`config.mk`:
```
export PLATFORM = sky130hd
export DESIGN_NAME = flit_reader
export DESIGN_NICKNAME = d
export VERILOG_FILES = /design/src/rtl/flit_reader.sv
export SDC_FILE = /design/constraint.sdc
export NUM_CORES = 1
export LEC_CHECK = 0
export CAP_MARGIN = 20
export CORE_UTILIZATION = 59
export DETAILED_ROUTE_END_ITERATION = 6
export GPL_TIMING_DRIVEN = 1
export PLACE_DENSITY = 0.85
export SLEW_MARGIN = 5
export SYNTH_ARGS = -nofsm -noshare
export SYNTH_HDL_FRONTEND = slang
export SYNTH_SLANG_ARGS = --single-unit
```
`constraint.sdc`:
```
create_clock -name clk -period 6.31 [get_ports clk]
set_input_delay 1.893 -clock clk [delete_from_list [all_inputs] [get_ports clk]]
set_output_delay 1.893 -clock clk [all_outputs]
set_load 0.02 [all_outputs]
```
`src/rtl/flit_reader.sv`:
```
// flit_reader
//
// Consumer-side front end for a router input buffer. Pops flits from a FIFO
// whose read data arrives one cycle after the pop request. Those in-flight
// flits land in a 3-entry skid queue, and the queue front is presented on a
// valid/ready link. The block also tracks head/body/tail framing, supplies
// the destination of the packet currently being forwarded, silently drops
// orphan flits, and counts completed packets.
//
// Ports
//   clk           clock, all state updates on the rising edge
//   rst           synchronous active-high reset
//   fifo_rd_en    pop request to the FIFO
//   fifo_empty    FIFO empty flag
//   fifo_rd_data  FIFO read data, valid the cycle after fifo_rd_en
//   out_valid     a flit is offered on out_data
//   out_ready     downstream accepts the offered flit
//   out_data      front flit of the skid queue
//   out_dest      destination of the packet owning out_data
//   pkt_err       one-cycle pulse per framing error
//   pkt_count     completed packets (tail or single accepted), wrapping
//
// Flit format: [DATA_WIDTH-1:DATA_WIDTH-2] type (01 head, 00 body, 10 tail,
// 11 single), [ADDR_WIDTH-1:0] destination on head/single flits.

module flit_reader #(
    parameter int DATA_WIDTH = 18,
    parameter int ADDR_WIDTH = 4
) (
    input  logic                  clk,
    input  logic                  rst,
    output logic                  fifo_rd_en,
    input  logic                  fifo_empty,
    input  logic [DATA_WIDTH-1:0] fifo_rd_data,
    output logic                  out_valid,
    input  logic                  out_ready,
    output logic [DATA_WIDTH-1:0] out_data,
    output logic [ADDR_WIDTH-1:0] out_dest,
    output logic                  pkt_err,
    output logic [15:0]           pkt_count
);

    typedef enum logic {
        IDLE,
        IN_PKT
    } state_t;

    localparam logic [1:0] TYPE_BODY   = 2'b00;
    localparam logic [1:0] TYPE_HEAD   = 2'b01;
    localparam logic [1:0] TYPE_TAIL   = 2'b10;
    localparam logic [1:0] TYPE_SINGLE = 2'b11;

    logic [DATA_WIDTH-1:0] queue_mem [0:2];
    logic [1:0]            wr_ptr;
    logic [1:0]            rd_ptr;
    logic [1:0]            occ;
    logic                  inflight;

    state_t                state;
    state_t                state_next;
    logic [ADDR_WIDTH-1:0] dest_reg;
    logic [ADDR_WIDTH-1:0] dest_next;
    logic                  err_next;
    logic                  count_inc;
    logic                  orphan_pop;

    logic                  has_front;
    logic [DATA_WIDTH-1:0] front;
    logic [1:0]            front_type;
    logic                  accept;
    logic                  push;
    logic                  pop;

    function automatic logic [1:0] ptr_inc(input logic [1:0] p);
        return (p == 2'd2) ? 2'd0 : p + 2'd1;
    endfunction

    assign has_front  = (occ != 2'd0);
    assign front      = queue_mem[rd_ptr];
    assign front_type = front[DATA_WIDTH-1 -: 2];

    // Data requested last cycle is on fifo_rd_data now and is always written.
    assign push = inflight;

    // Counting in-flight reads against free space guarantees that every
    // requested flit has a slot when it arrives, regardless of out_ready.
    assign fifo_rd_en = !rst && !fifo_empty &&
                        (({1'b0, occ} + {2'b00, inflight}) < 3'd3);

    assign accept = out_valid && out_ready;
    assign pop    = accept || orphan_pop;

    assign out_data = has_front ? front : '0;

    // Head and single types both have bit 0 set; those carry their own
    // destination, everything else belongs to the latched packet.
    assign out_dest = (has_front && front_type[0]) ? front[ADDR_WIDTH-1:0]
                                                    : dest_reg;

    // Framing decisions on the queue front: which flits are offered
    // downstream, which are discarded, and how the packet state moves.
    always_comb begin
        state_next = state;
        dest_next  = dest_reg;
        err_next   = 1'b0;
        count_inc  = 1'b0;
        orphan_pop = 1'b0;
        out_valid  = 1'b0;

        if (has_front) begin
            case (state)
                IDLE: begin
                    case (front_type)
                        TYPE_HEAD: begin
                            out_valid = 1'b1;
                            if (out_ready) begin
                                dest_next  = front[ADDR_WIDTH-1:0];
                                state_next = IN_PKT;
                            end
                        end
                        TYPE_SINGLE: begin
                            out_valid = 1'b1;
                            if (out_ready) begin
                                count_inc = 1'b1;
                            end
                        end
                        default: begin
                            // Body or tail with no open packet: drop it.
                            orphan_pop = 1'b1;
                            err_next   = 1'b1;
                        end
                    endcase
                end
                IN_PKT: begin
                    out_valid = 1'b1;
                    if (out_ready) begin
                        case (front_type)
                            TYPE_BODY: begin
                                state_next = IN_PKT;
                            end
                            TYPE_TAIL: begin
                                count_inc  = 1'b1;
                                state_next = IDLE;
                            end
                            TYPE_HEAD: begin
                                // Previous packet never closed; start over.
                                err_next   = 1'b1;
                                dest_next  = front[ADDR_WIDTH-1:0];
                                state_next = IN_PKT;
                            end
                            default: begin
                                err_next   = 1'b1;
                                count_inc  = 1'b1;
                                state_next = IDLE;
                            end
                        endcase
                    end
                end
                default: begin
                    state_next = IDLE;
                end
            endcase
        end
    end

    // Skid queue storage, pointers and occupancy. A simultaneous push and pop
    // advances both pointers and leaves occupancy alone.
    always_ff @(posedge clk) begin
        if (rst) begin
            for (int i = 0; i < 3; i++) begin
                queue_mem[i] <= '0;
            end
            wr_ptr   <= 2'd0;
            rd_ptr   <= 2'd0;
            occ      <= 2'd0;
            inflight <= 1'b0;
        end else begin
            if (push) begin
                queue_mem[wr_ptr] <= fifo_rd_data;
                wr_ptr            <= ptr_inc(wr_ptr);
            end
            if (pop) begin
                rd_ptr <= ptr_inc(rd_ptr);
            end
            case ({push, pop})
                2'b10:   occ <= occ + 2'd1;
                2'b01:   occ <= occ - 2'd1;
                default: occ <= occ;
            endcase
            inflight <= fifo_rd_en;
        end
    end

    // Framing state, latched destination, error pulse and packet counter.
    always_ff @(posedge clk) begin
        if (rst) begin
            state     <= IDLE;
            dest_reg  <= '0;
            pkt_err   <= 1'b0;
            pkt_count <= 16'd0;
        end else begin
            state    <= state_next;
            dest_reg <= dest_next;
            pkt_err  <= err_next;
            if (count_inc) begin
                pkt_count <= pkt_count + 16'd1;
            end
        end
    end

endmodule
```
==> results of run 1 <==
[layer usage]
| layer | GRT usage (%) | up-vias | part of all wire (%) |
|---|---|---|---|
| met5 | 0 | - | 0 |
| met4 | 8.07 | 0 | 1.1 |
| met3 | 3.60 | 11 | 4.9 |
| met2 | 39.5 | 100 | 52 |
| met1 | 30.0 | 1520 | 42 |
| li1 | - | 1434 | - |
[cells in the mapped netlist (2+ instances only)]
master	instances	share of area, %
dfxtp_1	31	13
nor4_1	5	0.67
o31ai_1	11	1.8
mux4_1	4	2.2
and4_1	2	0.37
mux2i_1	4	0.85
nand4_1	5	0.67
or3_1	3	0.40
o31a_1	3	0.56
clkbuf_1	11	0.88
o21ba_2	3	0.64
mux4_2	14	6.7
mux2_2	5	1.2
and2_1	73	9.7
buf_6	4	0.96
edfxtp_1	72	46
and3b_1	2	0.37
a21oi_1	20	2.1
and3_1	3	0.40
nand3_1	5	0.53
or4_1	12	1.9
nand2_1	6	0.48
ha_1	4	1.1
o21ai_0	5	0.53
inv_1	5	0.40
nor2_1	12	0.96
buf_1	2	0.16
buf_2	2	0.21
a2111oi_0	2	0.37
or2_2	5	0.67
[cell usage in the layout (no fill, tap or decap), types with 4 or more instances in the layout]
master / instances
mux4_2: 14
nor4_1: 4
clkbuf_8: 9
nand4_1: 5
buf_4: 5
nand2_1: 6
a21oi_1: 20
mux2i_1: 4
edfxtp_1: 72
dfxtp_1: 31
ha_1: 4
mux2_2: 5
nor2_1: 12
or2_2: 5
or4_1: 12
clkdlybuf4s50_1: 62
inv_1: 5
mux4_1: 4
nand3_1: 5
and2_1: 73
o21ai_0: 5
o31ai_1: 11
[cells by family (layout without fill, tap and decap cells)]
group / Yosys count / count (layout) / synth area share, %
adder cells (fa/ha/maj): 4 / 4 / 1.07
flip-flops: 103 / 103 / 59.2
XOR/XNOR: 2 / 2 / 0.373
AO/OA/AOI/OAI: 49 / 49 / 7.33
AND/OR/NAND/NOR: 137 / 137 / 17.8
buffers and inverters: 26 / 88 / 2.88
multiplexers: 28 / 28 / 11.3
[area by class of cell]
class	count	area, sq um	share of cell area (%)
flip-flops and latches	103	2780	49.8
multi-input cells	220	1790	32.1
repair buffers	67	658	11.8
well taps	102	128	2.28
clock buffers	9	124	2.22
clock inverters	7	82.6	1.48
inverters	5	18.8	0.336
[power groups by stage]
stage               Combinational [mW]  Clock, mW  Sequential [mW]
floorplan                        0.388          0            0.799
global route                     0.564      0.451            0.819
finish                           0.529      0.418            0.811
CTS                              0.535      0.424            0.812
global placement                 0.519          0            0.824
detailed placement               0.531          0            0.827
[worst min-delay path by stage]
stage                          to  cells after the start  slack (ps)     startpoint
floorplan             dest_reg[0]                      2         450    dest_reg[0]
global placement    pkt_count[15]                      2         470  pkt_count[15]
detailed placement  pkt_count[15]                      2         480  pkt_count[15]
CTS                 pkt_count[15]                      2         490  pkt_count[15]
global route        pkt_count[15]                      2         510  pkt_count[15]
finish              pkt_count[15]                      2         490  pkt_count[15]
[tightest hold or removal path: stages, from the launching register on]
cell	delay (ps)
dfxtp_1	330
o31ai_1	60
a21oi_1	50
[through the flow]
step / hold WS, ps / cell area (sq um)
after floorplan: 454 / 4700
after global placement: 467 / 5380
after detailed placement: 476 / 5380
after CTS: 491 / 5590
after global routing: 508 / 5590
final: 487 / 5590
==> results.md, run 1 <==
* Status: complete, no violations
* Pre-CTS setup slack at 1040 ps
* TritonRoute pass-1 iters at 4
* Sequential share of power at 46.1%
* Number of CTS-inserted buffers at 9
* Sequential area share after synthesis at 59.2%
* Post-Synthesis Cell Area at 4700 sq um
* Worst VDD drop at 176 uV
* CP Launch Type: input port
* Max FFs per register at 72
* Crit path max-delay cell type: clkdlybuf4s50_1
* Pwr Total at 1.76 mW
* Yosys cell types at 44
* Layout cells sized above 1 at 13.1%
* Die height at 91.2 microns
* Primary FF master, synth: edfxtp_1
* # H-tree levels at 3
* Arr. time, crit path at 3360 ps
* GRT Total Usage at 23.0%
* Final setup violation count at 0
* Clk_skew at 9.13 ps
* Root Buffer: clkbuf_8
* Largest net degree at the start of global routing at 36
* Post-Syn Area per Cell at 13.5 sq um
* Post-CTS sizing at 0
* Clock share of power at 23.8%
* CTS clk-pin slew, worst paths at 100 ps
* Crit path kind: input port to primary output
* Clk sink count at 103
* Most Frequent Cell on Critical Path: clkdlybuf4s50_1
* Cell Chain, Critical Path: clkdlybuf4s50_1 -> a2111oi_0 -> clkdlybuf4s50_1
* CTS tree: built
* Mapped Cells at 349
* Register-to-register path setup slack at 3570 ps
* Max_cap viols at 0
* Critical Path End: fifo_rd_en
* Total grt overflow at 0
* Post-synthesis async set-or-reset flop share at 0%
* # rows at 32
* DP HPWL at 5960 microns
* Levels on crit path at 3
* Measured slew at the worst slew-check pin at 965 ps
* Worst Path Required at 4420 ps
* Post-CTS Hold Buffers at 0
* Routed WL at 9130 microns
* Routability cong. at 0.797
* Clock latency on the worst-skew pair at 350 ps
* Setup_tns at 0 ps
* I/O pins at 63
* Final Cycle Share at 83.2%
* Final cell count without fillers at 513
* Area growth, synth to finish at 18.9%
* CP Capture Type: primary output
* Setup Buffers After CTS at 0
* Syn_nets at 375
* #FFs+latches synth at 103
* CP Launch Point: fifo_empty
* Initial antenna violation count at 0
* Routed Antenna Nets at 0
* CP Max Fanout at 2
* Core footprint at 7730 sq um
* Critical R2R Capture: pkt_count[10]
* Die Wd at 91.2 microns
* Slew Viols, Final at 0
* Achievable Freq at 191 MHz
* Relative slew slack at 35.7%
* Port bufs at 62
* Placed insts at 497
* Initial Util at 60.8%
* Global-route wire length before repair at 14700 microns
* Routed WL per cell at 17.8 microns
* Fin worst setup slack at 1060 ps
* Clock tree buffer depth at 2
* P_int at 1.20 mW
* DIE AREA at 8320 sq um
* Via count at 3065
* NetSw at 0.554 mW
* Vias in the first global route at 2987
* Synthesis Warnings at 0
* Inserted Diodes at 0
* Filler Cell Count at 520
* Leakage at 1.92 nW
* DRC at 0
* Final hold violations at 0
* DRT iter0 DRCs at 127
* EDFF count, synth at 72
* Post-layout min period at 5250 ps
* Via-per-instance ratio at 5.97
* Path depth of the worst reg2reg path at 5
* Logic pwr share at 30.1%
* Switch share at 31.5%
* RSZ-0062 raised after global routing: false
* PwrDens at 315 nW/um^2
* Final Util at 72.3%
* Final nets at 432
* Max incr delay on CP at 690 ps
* Min-Delay Path Class: flop to flop
* Worst Path Buf+Inv at 2
* Family with the most delay on the worst path: buffers and inverters
Note: power is estimated with default switching activity, not from simulation.
==> run 2: changes to the inputs <==
CORE_UTILIZATION = 50   (was 59)
PLACE_DENSITY = 0.77   (was 0.85)
clock period = 4.5 ns   (was 6.31 ns; I/O delays follow)
==> run 2 against run 1 <==
Sequential power increased by 36%. Wire length grew 2.2%. Power is 39% higher. Register-to-register slack lost 1500 ps. Combinational power is 46% higher. Setup slack worse by 680 ps. First-iteration DRC count down 20%. Sequential share of layout area shrank 0.18 points. Utilization shrank 11 points. Critical path depth stayed put. Hold slack better by 22 ps. Critical endpoint unchanged.
==> results.md, run 2 (same netlist as run 1, synthesis figures left out) <==
* Inserted Diodes at 0
* DRC at 0
* Status: complete, no violations
* Final setup violation count at 0
* Post-CTS sizing at 0
* DP HPWL at 5860 microns
* Total grt overflow at 0
* Routability cong. at 0.707
* I/O pins at 63
* Arr. time, crit path at 2770 ps
* Clock tree buffer depth at 2
* Routed WL at 9340 microns
* Global-route wire length before repair at 15200 microns
* Post-layout min period at 4120 ps
* Hold_ws at 509 ps
* Number of CTS-inserted buffers at 9
* Setup_tns at 0 ps
* GRT Total Usage at 20.5%
* Most Frequent Cell on Critical Path: clkdlybuf4s50_1
* Top Usage Layer GRT: met2
* Register-to-register path setup slack at 2090 ps
* Post-CTS Hold Buffers at 0
* Largest net degree at the start of global routing at 36
* Filler Cell Count at 708
* Slew Viols, Final at 0
* Max_cap viols at 0
* Clock latency on the worst-skew pair at 370 ps
* Achievable Freq at 243 MHz
* Family with the most delay on the worst path: buffers and inverters
* Worst VDD drop at 278 uV
* Commonest non-fill, non-tap cell in the layout: and2_1
* Via count at 3025
* RSZ-0062 raised after global routing: false
* Leakage at 1.93 nW
* Worst Path Buf+Inv at 2
* Area growth, synth to finish at 19.3%
* Crit path max-delay cell type: clkdlybuf4s50_1
* Core footprint at 9150 sq um
* Routed WL per cell at 17.8 microns
* Setup Buffers After CTS at 0
* Met2 GRT Util at 36.2%
* CTS tree: built
* Crit path kind: input port to primary output
* Root Buffer: clkbuf_8
* # rows at 35
* CP Capture Type: primary output
* Initial antenna violation count at 0
* Final Cycle Share at 91.6%
* TritonRoute pass-1 iters at 4
* Vias in the first global route at 3075
* DIE AREA at 9790 sq um
* Clk_skew at 12.0 ps
* Initial Util at 51.3%
* # H-tree levels at 3
* Max FFs per register at 72
* Final hold violations at 0
* PwrDens at 437 nW/um^2
* Port bufs at 62
* Cell Chain, Critical Path: clkdlybuf4s50_1 -> a2111oi_0 -> clkdlybuf4s50_1
* M3 GR Usage at 5.25%
* Via-per-instance ratio at 5.77
* Final nets at 434
* CP Launch Type: input port
* DRT iter0 DRCs at 102
* Layout cells sized above 1 at 13.6%
* CTS clk-pin slew, worst paths at 100 ps
* Measured slew at the worst slew-check pin at 733 ps
* Most frequent cells in the layout: 73 x and2_1, 72 x edfxtp_1, 62 x clkdlybuf4s50_1, 31 x dfxtp_1, 20 x a21oi_1
* Clk sink count at 103
* Relative slew slack at 51.0%
* CP Max Fanout at 2
* Die height at 98.9 microns
* Min-Delay Path Class: flop to flop
* GR Util met1 at 24.9%
* Die Wd at 98.9 microns
* Max incr delay on CP at 670 ps
* Routed Antenna Nets at 0
* Worst Path Required at 3150 ps
## run 2: cell count changes in the layout (fill, tap and decap cells not counted)
cell,delta
clkinvlp_4,-2
clkinv_8,+2
bufinv_16,-1
inv_6,+3
inv_8,-1
buf_4,+2
clkinv_4,-1
## run 2: tightest hold or removal path, cell delays in order, from the launching register on
cell,delay [ps]
dfxtp_1,340
mux2i_1,60
nor2_1,80
## run 2: path summary, 6_finish.rpt
path                     from            to  cells past startpoint
hold / removal    dest_reg[2]   dest_reg[2]                      2
setup reg to reg         flop  pkt_count[3]                      5
hold reg to reg   dest_reg[2]   dest_reg[2]                      2
setup / recovery   fifo_empty    fifo_rd_en                      3
## run 2: cell type report
| type | count | area, sq um | share of cell area [%] |
|---|---|---|---|
| Sequential cell | 103 | 2780 | 49.6 |
| Inverter | 5 | 18.8 | 0.335 |
| Clock buffer | 9 | 124 | 2.21 |
| Multi-Input combinational cell | 220 | 1790 | 32.0 |
| Tap cell | 111 | 139 | 2.48 |
| Clock inverter | 7 | 76.3 | 1.36 |
| Timing Repair Buffer | 69 | 673 | 12.0 |
## run 2: routing by layer
layer	wire, microns	part of all wire [%]	up-vias
met5	0	0	-
li1	-	-	1441
met1	4030	43	1494
met3	461	4.9	13
met4	102	1.1	0
met2	4740	51	77
## run 2: stage by stage
step / util, % / cell area, sq um / setup WS (ps) / total power, mW / cells
finish: 61.2 / 5610 / 376 / 2.45 / 524
CTS: 61.2 / 5610 / 356 / 2.47 / 524
detailed placement: 59.1 / 5410 / 345 / 1.90 / 508
global route: 61.2 / 5610 / 218 / 2.57 / 524
global placement: 59.1 / 5410 / 369 / 1.89 / 508
floorplan: - / 4700 / 598 / 1.66 / 349
## run 2: where the power goes
group          leakage (nW)  switching (mW)  internal, mW
logic                 0.861           0.415         0.355
registers             0.973          0.0315          1.07
clock network         0.100           0.358         0.219
total                  1.93           0.805          1.64
==> run 3: changes to the inputs <==
ABC_CLOCK_PERIOD_IN_PS = 4500   (was not set)
==> results of run 3 <==
Final layout, timing and power as in run 2 (identical DEF).
